## config.mk

```make
export PLATFORM = sky130hd
export DESIGN_NAME = servo_sweep_sched_flat
export DESIGN_NICKNAME = d
export VERILOG_FILES = /design/src/rtl/servo_sweep_sched_if.sv /design/src/rtl/servo_sweep_sched.sv /design/src/flat_wrapper.sv
export SDC_FILE = /design/constraint.sdc
export NUM_CORES = 1
export LEC_CHECK = 0
export CORE_MARGIN = 3
export CORE_UTILIZATION = 50
export DETAILED_ROUTE_END_ITERATION = 10
export GPL_TIMING_DRIVEN = 1
export PLACE_DENSITY = 0.7
export SYNTH_ARGS = -nofsm -noshare
export SYNTH_HDL_FRONTEND = slang
export SYNTH_SLANG_ARGS = --single-unit
```

## constraint.sdc

```tcl
create_clock -name clk -period 2.3 [get_ports clk]
set_input_delay 0.345 -clock clk [delete_from_list [all_inputs] [get_ports clk]]
set_output_delay 0.345 -clock clk [all_outputs]
set_load 0.03 [all_outputs]
```

## src/rtl/servo_sweep_sched_if.sv

```systemverilog
// Manual-request handshake between a position source and the servo scheduler.
interface servo_sweep_sched_if;
  logic       man_valid;
  logic [2:0] man_speed;
  logic       man_ready;

  // Request source drives valid/code and observes ready.
  modport master (
    output man_valid,
    output man_speed,
    input  man_ready
  );

  // Scheduler consumes valid/code and drives ready.
  modport slave (
    input  man_valid,
    input  man_speed,
    output man_ready
  );
endinterface

```

## src/rtl/servo_sweep_sched.sv

```systemverilog
// Frame-synchronous speed/position scheduler for the servo PWM generator.
// Owns the tick prescaler and PWM frame counter; manual or sweep mode, with
// every code change landing on a frame boundary.
module servo_sweep_sched #(
  parameter int unsigned CLK_DIV     = 25000,
  parameter int unsigned FRAME_TICKS = 80,
  parameter int unsigned HOLD_FRAMES = 10,
  parameter int unsigned SPEED_MIN   = 0,
  parameter int unsigned SPEED_MAX   = 7
) (
  input  logic                 clk,
  input  logic                 rst_n,
  input  logic                 enable,
  input  logic                 mode,
  servo_sweep_sched_if.slave   man_if,
  output logic [2:0]           speed,
  output logic                 frame_start,
  output logic                 dir,
  output logic                 busy
);

  localparam int unsigned SPEED_W = 3;
  localparam int unsigned PRESC_W = (CLK_DIV > 1) ? $clog2(CLK_DIV) : 1;
  localparam int unsigned TICK_W  = (FRAME_TICKS > 1) ? $clog2(FRAME_TICKS) : 1;
  localparam int unsigned HOLD_W  = (HOLD_FRAMES > 1) ? $clog2(HOLD_FRAMES) : 1;

  localparam logic [SPEED_W-1:0] MIN_S = SPEED_W'(SPEED_MIN);
  localparam logic [SPEED_W-1:0] MAX_S = SPEED_W'(SPEED_MAX);

  typedef enum logic [1:0] {
    ST_IDLE   = 2'd0,
    ST_MANUAL = 2'd1,
    ST_SWEEP  = 2'd2
  } state_e;

  logic [PRESC_W-1:0] presc_q, presc_d;
  logic [TICK_W-1:0]  tick_cnt_q, tick_cnt_d;
  logic               frame_start_q, frame_start_d;
  state_e             state_q, state_d;
  logic [HOLD_W-1:0]  hold_q, hold_d;
  logic [SPEED_W-1:0] speed_q, speed_d;
  logic               dir_q, dir_d;
  logic               pend_valid_q, pend_valid_d;
  logic [SPEED_W-1:0] pend_speed_q, pend_speed_d;
  logic               man_ready_q, man_ready_d;
  logic               busy_q, busy_d;

  logic               tick_c;
  logic               xfer_c;
  logic               step_up_c;
  logic [SPEED_W-1:0] step_speed_c;
  logic [SPEED_W-1:0] clamp_speed_c;

  // Prescaler and frame counter; free-running in every state.
  always_comb begin
    tick_c        = (presc_q == PRESC_W'(CLK_DIV - 1));
    presc_d       = tick_c ? '0 : PRESC_W'(presc_q + PRESC_W'(1));
    tick_cnt_d    = tick_cnt_q;
    frame_start_d = 1'b0;
    if (tick_c) begin
      if (tick_cnt_q == TICK_W'(FRAME_TICKS - 1)) begin
        tick_cnt_d    = '0;
        frame_start_d = 1'b1;
      end else begin
        tick_cnt_d = TICK_W'(tick_cnt_q + TICK_W'(1));
      end
    end
  end

  // Clamp to the sweep bounds and compute the next sweep step.
  always_comb begin
    clamp_speed_c = speed_q;
    if (32'(speed_q) < SPEED_MIN) begin
      clamp_speed_c = MIN_S;
    end else if (32'(speed_q) > SPEED_MAX) begin
      clamp_speed_c = MAX_S;
    end
    // Turn around at an endpoint even if dir disagrees (e.g. entering at a bound).
    if (dir_q) begin
      step_up_c = (32'(speed_q) < SPEED_MAX);
    end else begin
      step_up_c = (32'(speed_q) <= SPEED_MIN);
    end
    step_speed_c = step_up_c ? SPEED_W'(speed_q + SPEED_W'(1))
                             : SPEED_W'(speed_q - SPEED_W'(1));
  end

  // Mode FSM, request capture and frame-boundary code updates.
  always_comb begin
    state_d      = state_q;
    hold_d       = hold_q;
    speed_d      = speed_q;
    dir_d        = dir_q;
    pend_valid_d = pend_valid_q;
    pend_speed_d = pend_speed_q;

    xfer_c = man_if.man_valid && man_ready_q;
    if (xfer_c) begin
      pend_valid_d = 1'b1;
      pend_speed_d = man_if.man_speed;
    end

    if (frame_start_q) begin
      unique case (state_q)
        ST_IDLE: begin
          if (enable) begin
            hold_d = '0;
            if (mode) begin
              state_d = ST_SWEEP;
              speed_d = clamp_speed_c;
            end else begin
              state_d = ST_MANUAL;
            end
          end
        end
        ST_MANUAL: begin
          if (!enable) begin
            state_d      = ST_IDLE;
            pend_valid_d = 1'b0;
          end else if (mode) begin
            state_d      = ST_SWEEP;
            hold_d       = '0;
            speed_d      = clamp_speed_c;
            pend_valid_d = 1'b0;
          end else if (pend_valid_q) begin
            // A request captured in this same cycle waits for the next boundary.
            speed_d      = pend_speed_q;
            pend_valid_d = 1'b0;
          end
        end
        ST_SWEEP: begin
          if (!enable) begin
            state_d = ST_IDLE;
            hold_d  = '0;
          end else if (!mode) begin
            state_d = ST_MANUAL;
            hold_d  = '0;
          end else if (hold_q == HOLD_W'(HOLD_FRAMES - 1)) begin
            hold_d  = '0;
            speed_d = step_speed_c;
            if (step_speed_c == MAX_S) begin
              dir_d = 1'b0;
            end else if (step_speed_c == MIN_S) begin
              dir_d = 1'b1;
            end
          end else begin
            hold_d = HOLD_W'(hold_q + HOLD_W'(1));
          end
        end
        default: begin
          state_d      = ST_IDLE;
          pend_valid_d = 1'b0;
        end
      endcase
    end

    man_ready_d = (state_d == ST_MANUAL) && !pend_valid_d;
    busy_d      = (state_d != ST_IDLE);
  end

  // State and output registers with synchronous active-low reset.
  always_ff @(posedge clk) begin
    if (!rst_n) begin
      presc_q       <= '0;
      tick_cnt_q    <= '0;
      frame_start_q <= 1'b0;
      state_q       <= ST_IDLE;
      hold_q        <= '0;
      speed_q       <= MIN_S;
      dir_q         <= 1'b1;
      pend_valid_q  <= 1'b0;
      pend_speed_q  <= '0;
      man_ready_q   <= 1'b0;
      busy_q        <= 1'b0;
    end else begin
      presc_q       <= presc_d;
      tick_cnt_q    <= tick_cnt_d;
      frame_start_q <= frame_start_d;
      state_q       <= state_d;
      hold_q        <= hold_d;
      speed_q       <= speed_d;
      dir_q         <= dir_d;
      pend_valid_q  <= pend_valid_d;
      pend_speed_q  <= pend_speed_d;
      man_ready_q   <= man_ready_d;
      busy_q        <= busy_d;
    end
  end

  assign man_if.man_ready = man_ready_q;
  assign speed            = speed_q;
  assign frame_start      = frame_start_q;
  assign dir              = dir_q;
  assign busy             = busy_q;

endmodule

```

## src/flat_wrapper.sv

```systemverilog
// flat-port wrapper written by rule: the top's interface ports become plain ports
module servo_sweep_sched_flat 
#(
  parameter int unsigned CLK_DIV     = 25000,
  parameter int unsigned FRAME_TICKS = 80,
  parameter int unsigned HOLD_FRAMES = 10,
  parameter int unsigned SPEED_MIN   = 0,
  parameter int unsigned SPEED_MAX   = 7
)
  (clk, rst_n, enable, mode, speed, frame_start, dir, busy, man_if_man_valid, man_if_man_speed, man_if_man_ready);
  servo_sweep_sched_if man_if_i ();
  input  logic clk;
  input  logic rst_n;
  input  logic enable;
  input  logic mode;
  output logic [2:0] speed;
  output logic frame_start;
  output logic dir;
  output logic busy;
  input wire logic [$bits(man_if_i.man_valid)-1:0] man_if_man_valid;
  input wire logic [$bits(man_if_i.man_speed)-1:0] man_if_man_speed;
  output wire logic [$bits(man_if_i.man_ready)-1:0] man_if_man_ready;
  assign man_if_i.man_valid = man_if_man_valid;
  assign man_if_i.man_speed = man_if_man_speed;
  assign man_if_man_ready = man_if_i.man_ready;
  servo_sweep_sched #(.CLK_DIV(CLK_DIV), .FRAME_TICKS(FRAME_TICKS), .HOLD_FRAMES(HOLD_FRAMES), .SPEED_MIN(SPEED_MIN), .SPEED_MAX(SPEED_MAX)) u_core (.clk(clk), .rst_n(rst_n), .enable(enable), .mode(mode), .man_if(man_if_i), .speed(speed), .frame_start(frame_start), .dir(dir), .busy(busy));
endmodule
```

==> run metrics, run 1 <==
outcome complete, no violations; CP endpoint kind register; min-delay worst type reg -> reg; Final Cycle Share 82.3%; flop and latch count out of synthesis 39; cts repair resizes 0; largest net degree at the start of global routing 14; Worst Min Path Start u_core.presc_q[0]; Post-synth ARST share 0%; I/O pin cnt 15; Top FF cell, synth dfxtp_1; Final Non-Filler Cells between 200 and 300; Area Growth Syn to Fin 17.4%; initial DRC count between 60 and 70; CTS tree done; # H-tree levels 2; worst endpoint data arrival time ~2.1 ns; crit-path max cell delay 0.38 ns; RSZ-0062 raised after global routing false; headroom to the max-slew limit 66.8%; Tot Pwr 1280 uW; grt ovf 0; top post-synthesis cells by area dfxtp_1, nand2_1, nor2_1; launch point of the worst path u_core.presc_q[0]; WHS Endpoint u_core.presc_q[0]; final instance area 2180 um2; FF-to-FF path depth 6; final hold violations 0; commonest non-fill, non-tap cell in the layout dfxtp_1; Buffers & Inverters on Critical Path 1; Fin Clk Skew 0.00526 ns; Final nets 255; number of port buffers 14; R2R Setup Slk a little over 0.4 ns; register area share after synthesis between 40% and 50%; via count roughly 1500; share of layout cells above drive strength 1 roughly 7.9%; Synth cell types 42; Worst-path clk slew approximately 0.08 ns; Worst path slowest cell dfxtp_1; Mapped Cells ~220; share of the synthesized area in the top cell type a little over two fifths; Setup Buffers After CTS 0; Total Neg Setup Slack 0 ns; startpoint of the worst register-to-register path u_core.presc_q[0]; chip height approximately 67 um; root buf cell clkbuf_8; core area approximately 3400 um2; maximum VDD drop between 0.4 and 0.5 mV; Detailed Place HPWL 2820 um; Max Clock Freq 529 MHz; Synth Cell Area around 1900 um2; Synth area leader dfxtp_1; commonest non-fill, non-tap cells in the layout dfxtp_1, nand2_1, nor2_1; vias in the first global route 1533; Final Util 63.2%; required time worst endpoint ~2.5 ns; synthesized net count about 230; max_cap viols 0; CTS buffer count 5; die width 66.9 um; CP Class reg -> reg; Synth warnings 0; Final min period between 1.5 and 2 ns; Avg Vias per Cell approximately 5.3; cell chain of the critical path ha_1 -> and4bb_2 -> nand4_2 -> buf_4 -> or3_1 -> a21oi_1; clk_lat worst skew ~0.29 ns; Crit Path Max Fanout 10; Leak between 0.0007 and 0.0008 uW; number of setup violations in the final report 0; gpl congestion ~0.8; Slew @ Worst Pin 0.497 ns; Top delay family on crit path simple AND/OR/NAND/NOR gates; final slew viol count 0; Syn Area/Cell ~8.5 um2; antenna violations before repair 0; DRT antenna net count 0; DR WL/cell between 10 and 15 um; hold path cells 1; std cell rows 21; router iterations before antenna repair 4; initial core utilization 53.9%; EDFF count, synth 0; drt total wl roughly 3800 um; GR Util All Layers 19.3%; # diodes 0; Placed Instance Area around 2100 um2; # fillers 290; DRC 0; clk sink count 39; clk buf depth 2; Placed Instances 278; Hold Buf Count CTS 0; Startpoint Class register; die area 4470 um2; FF-to-FF End u_core.tick_cnt_q[3]; first-pass GRT wire length between 6000 and 7000 um; PwrDens between 500 and 600 nW/um2
-- metal layers --
layer	global-route usage (%)	vias to the layer above	share of wire, %
met5	0	-	0
met4	5.06	0	0.79
met3	4.55	4	3.2
met2	33.2	24	50
met1	24.1	699	46
li1	-	803	-
-- cell usage after synthesis (4+ instances only) --
library cell,instances
nand3_1,9
nand2_1,29
or3_1,4
inv_1,7
a21oi_1,17
o22ai_1,4
xor2_1,8
o21ai_0,7
nor3_1,4
nor2_1,27
dfxtp_1,39
ha_1,7
nor2b_1,5
xnor2_1,6
-- state kept, by name, indices dropped and copies added, names as in the netlist --
name                     cells
u_core.busy                  1
u_core.pend_speed_q          3
u_core.state_q               2
u_core.hold_q                4
u_core.frame_start           1
u_core.pend_valid_q          1
u_core.presc_q              15
u_core.man_if.man_ready      1
u_core.speed                 3
u_core.dir                   1
u_core.tick_cnt_q            7
-- report_power, final --
group / switching [uW] / total [uW] / leakage, uW / internal, uW
Clock: 239 / 562 / 0.0000581 / 323
Combinational: 19.4 / 38.5 / 0.000419 / 19.2
Sequential: 4.43 / 683 / 0.000315 / 679
Total: 263 / 1280 / 0.000792 / 1020
-- worst max-delay path by stage --
stage                     slack, ns  cells after the start              endpoint
after detailed placement       0.27                      6       u_core.speed[1]
after global placement         0.38                      6       u_core.speed[2]
after floorplan                0.49                      6       u_core.speed[2]
after CTS                      0.42                      5  u_core.tick_cnt_q[4]
final                          0.41                      6  u_core.tick_cnt_q[3]
after global routing           0.26                      5  u_core.tick_cnt_q[4]
-- per-stage QoR --
step | hold slack, ns | setup slack, ns
2_1_floorplan | 0.421 | 0.492
3_3_place_gp | 0.441 | 0.377
3_5_place_dp | 0.452 | 0.273
4_1_cts | 0.470 | 0.419
5_1_grt | 0.481 | 0.258
6_report | 0.469 | 0.408
-- cell type report --
class                   instances  area [um2]  share of cell area [%]
clock buffers                   5        68.8                    3.16
clock inverters                 3        43.8                    2.01
inverters                       7        26.3                    1.21
multi-input cells             168        1030                    47.3
flip-flops and latches         39         781                    35.9
well taps                      46        57.6                    2.64
repair buffers                 18         170                    7.82
-- cells by family after synthesis --
group	share of synthesized area, %
xor gates and xnor gates	6.61
adders and majority gates	5.80
AOI/OAI and AO/OA	12.8
buffers and inverters	2.36
and+or+nand+nor	29.8
DFF	42.1
muxes	0.607
(Power assumes the default switching activity.)
==> run 2, diff against run 1 <==
clock period = 1.8 ns   (was 2.3 ns; I/O delays follow)
==> run 2 against run 1 <==
Effect of this change: setup slack worse by 0.32 ns; design area up 4.8%; critical path depth is 5 lower; via count grew 6.4%; register-to-register slack got worse by 0.29 ns; largest power group unchanged; sequential cell count stayed put; sequential power up 28%; power rose by 18%; die area unchanged; critical endpoint is now speed[2]; wire length fell by 0.95%; first-iteration DRC count grew 32%.
==> run metrics, run 2 (same netlist as run 1, synthesis figures left out) <==
outcome complete, no violations; FF-to-FF End u_core.tick_cnt_q[6]; Clock Power Share 38.0% (-5.8 points); headroom to the max-slew limit 71.8% (+4.9 points); grt ovf 0 (unchanged); sequential share of power 57.7% (+4.5 points); biggest regs u_core.presc_q (15), u_core.tick_cnt_q (7), u_core.hold_q (4); Avg Vias per Cell 5.52 (+3.2%); number of setup violations in the final report 0 (unchanged); max_cap viols 0 (unchanged); core area 3440 um2 (unchanged); drt total wl 3770 um (-0.95%); clk_lat worst skew 0.28 ns (about the same); worst endpoint data arrival time 1.44 ns (-0.67 ns); Placement Setup Slack -0.0848 ns (-0.358 ns); die width 66.9 um (unchanged); Hold Buf Count CTS 0 (unchanged); Max Clock Freq ~600 MHz; crit-path max cell delay 0.71 ns (+0.33 ns); clk sink count 39 (unchanged); vias in the first global route 1514 (-1.2%); Final min period about 1.7 ns; clk buf depth 2 (unchanged); switching power 307 uW (+17%); Final WS setup 0.0879 ns (-0.320 ns); Final Cycle Share ~95%; CTS tree done; Total Neg Setup Slack 0 ns (unchanged); Area Growth Syn to Fin 23.1%; required time worst endpoint 1.53 ns (-0.99 ns); final slew viol count 0 (unchanged); FF-to-FF path depth 7 (+1); initial core utilization 53.9% (unchanged); router iterations before antenna repair 4 (unchanged); cell chain of the critical path clkdlybuf4s50_1; GR Util met2 33.0% (-0.12 points); Buffers & Inverters on Critical Path 1 (unchanged); CP Class reg -> out; final hold slack 0.468 ns (-0.000682 ns); # H-tree levels 2 (unchanged); GRT met1 Usage 21.8% (-2.3 points); startpoint of the worst register-to-register path u_core.presc_q[1]; Worst path slowest cell clkdlybuf4s50_1; die area 4470 um2 (unchanged); first-pass GRT wire length 6400 um (-3.7%); Leak 0.000861 uW (+8.7%); DRC 0 (unchanged); Fin Clk Skew 0.00287 ns (-0.00239 ns); CP endpoint kind output port; CTS buffer count 5 (unchanged); Worst-path clk slew 0.07 ns (about the same); min-delay worst type reg -> reg; commonest non-fill, non-tap cells in the layout dfxtp_1, nand2_1, nor2_1; via count 1628 (+6.4%); Slew @ Worst Pin 0.423 ns (-0.0736 ns); number of port buffers 14 (unchanged); GR Util All Layers 18.9% (-0.43 points); Net Sw Frac 20.3% (-0.17 points); met3 usage 4.55% (unchanged); Reg with most FFs u_core.presc_q; Cell Int Power 1200 uW (+18%); I/O pin cnt 15 (unchanged); Startpoint Class register; DR WL/cell 12.8 um (-4.0%); Final nets 265 (+3.9%); share of layout cells above drive strength 1 13.7% (+5.7 points); initial DRC count 82 (+32%); maximum VDD drop 0.413 mV (-8.7%); # diodes 0 (unchanged); R2R Setup Slk 0.12 ns (-0.29 ns); GRT busiest layer met2; final hold violations 0 (unchanged); Crit Path Max Fanout 6 (-4); Top delay family on crit path buffers and inverters; Critical Path Stages 1 (-5); CP Capture Point speed[2]; largest net degree at the start of global routing 15 (+1); RSZ-0062 raised after global routing true; DRT antenna net count 0 (unchanged); antenna violations before repair 0 (unchanged); root buf cell clkbuf_8; max FFs per register 15 (unchanged); Comb power frac 4.3% (+1.3 points); gpl congestion 0.797 (+0.10%); PwrDens 662 nW/um2 (+12%); Tot Pwr 1510 uW (+18%); commonest non-fill, non-tap cell in the layout dfxtp_1; Detailed Place HPWL 2850 um (+0.94%); launch point of the worst path u_core.speed[2]; chip height 66.9 um (unchanged); Final Util 66.3% (+3.1 points); std cell rows 21 (unchanged)
[run 2: timing repair]
action	CTS	global route
gates resized for setup	1	8
setup buffers	0	1
pin swaps	0	2
cloned	0	0
setup endpoints to repair	1	11
hold endpoints to repair	0	0
[run 2: area by class of cell]
cell class / instances / area [um2]
clock inverters: 1 / 5.00
inverters: 7 / 26.3
fillers: 281 / 1160
multi-input cells: 168 / 1070
well taps: 46 / 57.6
flip-flops and latches: 39 / 783
clock buffers: 6 / 82.6
repair buffers: 28 / 260
[run 2: power groups by stage]
stage                     combinational, uW  sequential (uW)  clock (uW)
final                                  65.4              872         574
after global routing                   72.4              872         618
after CTS                              65.8              872         593
after detailed placement               65.2              892           0
after global placement                 63.4              891           0
after floorplan                        21.8              892           0
[run 2: through the flow]
step | instances | area [um2]
after floorplan | 218 | 1860
after global placement | 287 | 2150
after detailed placement | 287 | 2150
after CTS | 294 | 2240
after global routing | 295 | 2280
final | 295 | 2280
[run 2: worst reg2reg max path: stages (launching register included)]
cell and delay (ns):
dfxtp_1 0.36, ha_1 0.18, and4bb_2 0.26, nand4_4 0.13, buf_4 0.19, nor4b_1 0.27
o21ai_0 0.11, a21oi_1 0.12
[run 2: how the worst min path moves through the flow]
| stage | cells past startpoint | slack (ns) | endpoint | from |
|---|---|---|---|---|
| finish | 2 | 0.47 | u_core.pend_speed_q[1] | u_core.pend_speed_q[1] |
| detailed placement | 2 | 0.46 | u_core.pend_speed_q[1] | u_core.pend_speed_q[1] |
| CTS | 2 | 0.47 | u_core.pend_speed_q[1] | u_core.pend_speed_q[1] |
| floorplan | 1 | 0.35 | u_core.dir | rst_n |
| global placement | 2 | 0.46 | u_core.pend_speed_q[0] | u_core.pend_speed_q[0] |
| global route | 2 | 0.50 | u_core.pend_speed_q[2] | u_core.pend_speed_q[2] |
[run 2: metal layers]
layer | wire length [um] | part of all wire (%)
met1 | 1680 | 45
met2 | 1840 | 49
met3 | 173 | 4.6
met4 | 78 | 2.1
met5 | 0 | 0
==> run 3, diff against run 2 <==
--- a/constraint.sdc
+++ b/constraint.sdc
@@ -3,2 +3,2 @@
 set_output_delay 0.27 -clock clk [all_outputs]
-set_load 0.03 [all_outputs]
+set_load 0.05 [all_outputs]
==> run 3 against run 2 <==
Effect of this change: utilization is 1.5 points lower; sequential power about the same; setup slack better by 0.017 ns; die area unchanged; power is 3.4% lower; first-iteration DRC count rose by 4.9%; critical path type is now reg -> reg; largest cell class unchanged.
==> run metrics, run 3 (same netlist as run 1, synthesis figures left out) <==
max FFs per register 15 (unchanged); Critical Path Stages 7 (+6); FF-to-FF path depth 7 (unchanged); drt total wl 3960 um (+5.0%); Final min period 1.69 ns (-0.0174 ns); final hold violations 0 (unchanged); number of setup violations in the final report 0 (unchanged); clk buf depth 2 (unchanged); number of port buffers 14 (unchanged); Buffers & Inverters on Critical Path 1 (unchanged); cts repair resizes 0 (-1); Final Cycle Share 94.1% (-0.96 points); die width 66.9 um (unchanged); DR WL/cell 13.7 um (+6.8%); DRT antenna net count 0 (unchanged); clk_lat worst skew 0.28 ns (about the same); CTS buffer count 5 (unchanged); maximum VDD drop 0.462 mV (+12%); Final nets 261 (-1.5%); CP endpoint kind register; Top delay family on crit path simple AND/OR/NAND/NOR gates; chip height 66.9 um (unchanged); Total Neg Setup Slack 0 ns (unchanged); PwrDens 654 nW/um2 (-1.2%); GR Util All Layers 19.8% (+0.87 points); worst endpoint data arrival time 1.91 ns (+0.47 ns); FF-to-FF End u_core.tick_cnt_q[6]; clk sink count 39 (unchanged); Area Growth Syn to Fin 20.3%; CP Class reg -> reg; min-delay worst type reg -> reg; CTS tree done; DRC 0 (unchanged); grt ovf 0 (unchanged); router iterations before antenna repair 4 (unchanged); initial DRC count 86 (+4.9%); initial core utilization 53.9% (unchanged); first-pass GRT wire length 6660 um (+4.0%); # diodes 0 (unchanged); Startpoint Class register; Max Clock Freq 590 MHz (+1.0%); gpl congestion 0.788 (-1.1%); required time worst endpoint 2.02 ns (+0.49 ns); commonest non-fill, non-tap cells in the layout dfxtp_1, nand2_1, nor2_1; I/O pin cnt 15 (unchanged); # fillers 288 (+2.5%); Setup Buffers After CTS 0 (unchanged); vias in the first global route 1559 (+3.0%); Placed Instance Area 2110 um2 (-1.5%); crit-path max cell delay 0.35 ns (-0.36 ns); Leak 0.000822 uW (-4.5%); final instance area 2230 um2 (-2.2%); Crit Path Max Fanout 5 (-1); Worst path slowest cell dfxtp_2; max_cap viols 0 (unchanged); Worst-path clk slew 0.06 ns (about the same); startpoint of the worst register-to-register path u_core.presc_q[0]; launch point of the worst path u_core.presc_q[0]; core area 3440 um2 (unchanged); Reg with most FFs u_core.presc_q; final hold slack 0.428 ns (-0.0399 ns); std cell rows 21 (unchanged); Placement Setup Slack -0.132 ns (-0.0470 ns); Slew @ Worst Pin 0.489 ns (+0.0653 ns); headroom to the max-slew limit 67.3% (-4.4 points); Avg Vias per Cell 5.56 (+0.66%); largest net degree at the start of global routing 14 (-1); die area 4470 um2 (unchanged); R2R Setup Slk 0.11 ns (about the same); antenna violations before repair 0 (unchanged); outcome complete, no violations; biggest regs u_core.presc_q (15), u_core.tick_cnt_q (7), u_core.hold_q (4); cell chain of the critical path ha_1 -> and4bb_2 -> nand4_4 -> buf_4 -> nor4b_2 -> o21ai_0 -> a21oi_1; Final WS setup 0.105 ns (+0.0174 ns); share of layout cells above drive strength 1 15.6% (+1.9 points); final slew viol count 0 (unchanged); via count 1611 (-1.0%); Fin Clk Skew 0.00138 ns (-0.00148 ns); Final Util 64.8% (-1.5 points); root buf cell clkbuf_8; Hold Buf Count CTS 0 (unchanged); commonest non-fill, non-tap cell in the layout dfxtp_1; # H-tree levels 2 (unchanged); CP Capture Point u_core.tick_cnt_q[6]; Detailed Place HPWL 2830 um (-0.46%)
run 3: power breakdown:
| group | switching [uW] | internal (uW) | total (uW) |
|---|---|---|---|
| clock | 266 | 258 | 524 |
| combinational | 27.4 | 33.0 | 60.4 |
| sequential | 5.51 | 869 | 875 |
| total | 299 | 1160 | 1460 |
run 3: per-layer routing:
metal  up-vias  wire length, um  global-route usage (%)
met1       769             1740                    23.4
met3         6              202                    4.38
met2        27             1970                    33.9
li1        809                -                       -
met4         0               55                    8.61
met5         -                0                       0
run 3: per-stage QoR:
stage	std cells	total power [uW]
after floorplan	218	914
after CTS	290	1480
final	290	1460
after detailed placement	284	953
after global routing	290	1510
after global placement	284	951
run 3: how the worst min path moves through the flow:
stage | start | end | slack (ns) | cells after the start
after floorplan | rst_n | u_core.dir | 0.35 | 1
after global routing | u_core.presc_q[0] | u_core.presc_q[0] | 0.46 | 1
after CTS | u_core.pend_speed_q[0] | u_core.pend_speed_q[0] | 0.47 | 2
final | u_core.presc_q[0] | u_core.presc_q[0] | 0.43 | 1
after detailed placement | u_core.pend_speed_q[2] | u_core.pend_speed_q[2] | 0.45 | 2
after global placement | u_core.presc_q[0] | u_core.presc_q[0] | 0.45 | 1
run 3: layout make-up:
cell class	count	area (um2)	area share, %
multi-input cells	168	1070	48.0
flip-flops and latches	39	788	35.3
repair buffers	24	215	9.65
clock buffers	6	72.6	3.25
well taps	46	57.6	2.58
inverters	7	26.3	1.18
run 3: worst register-to-register path, cell delays in order (launching register included):
cell,delay (ns)
dfxtp_2,0.35
ha_1,0.16
and4bb_2,0.27
nand4_4,0.14
buf_4,0.20
nor4b_2,0.27
o21ai_0,0.11
a21oi_1,0.13
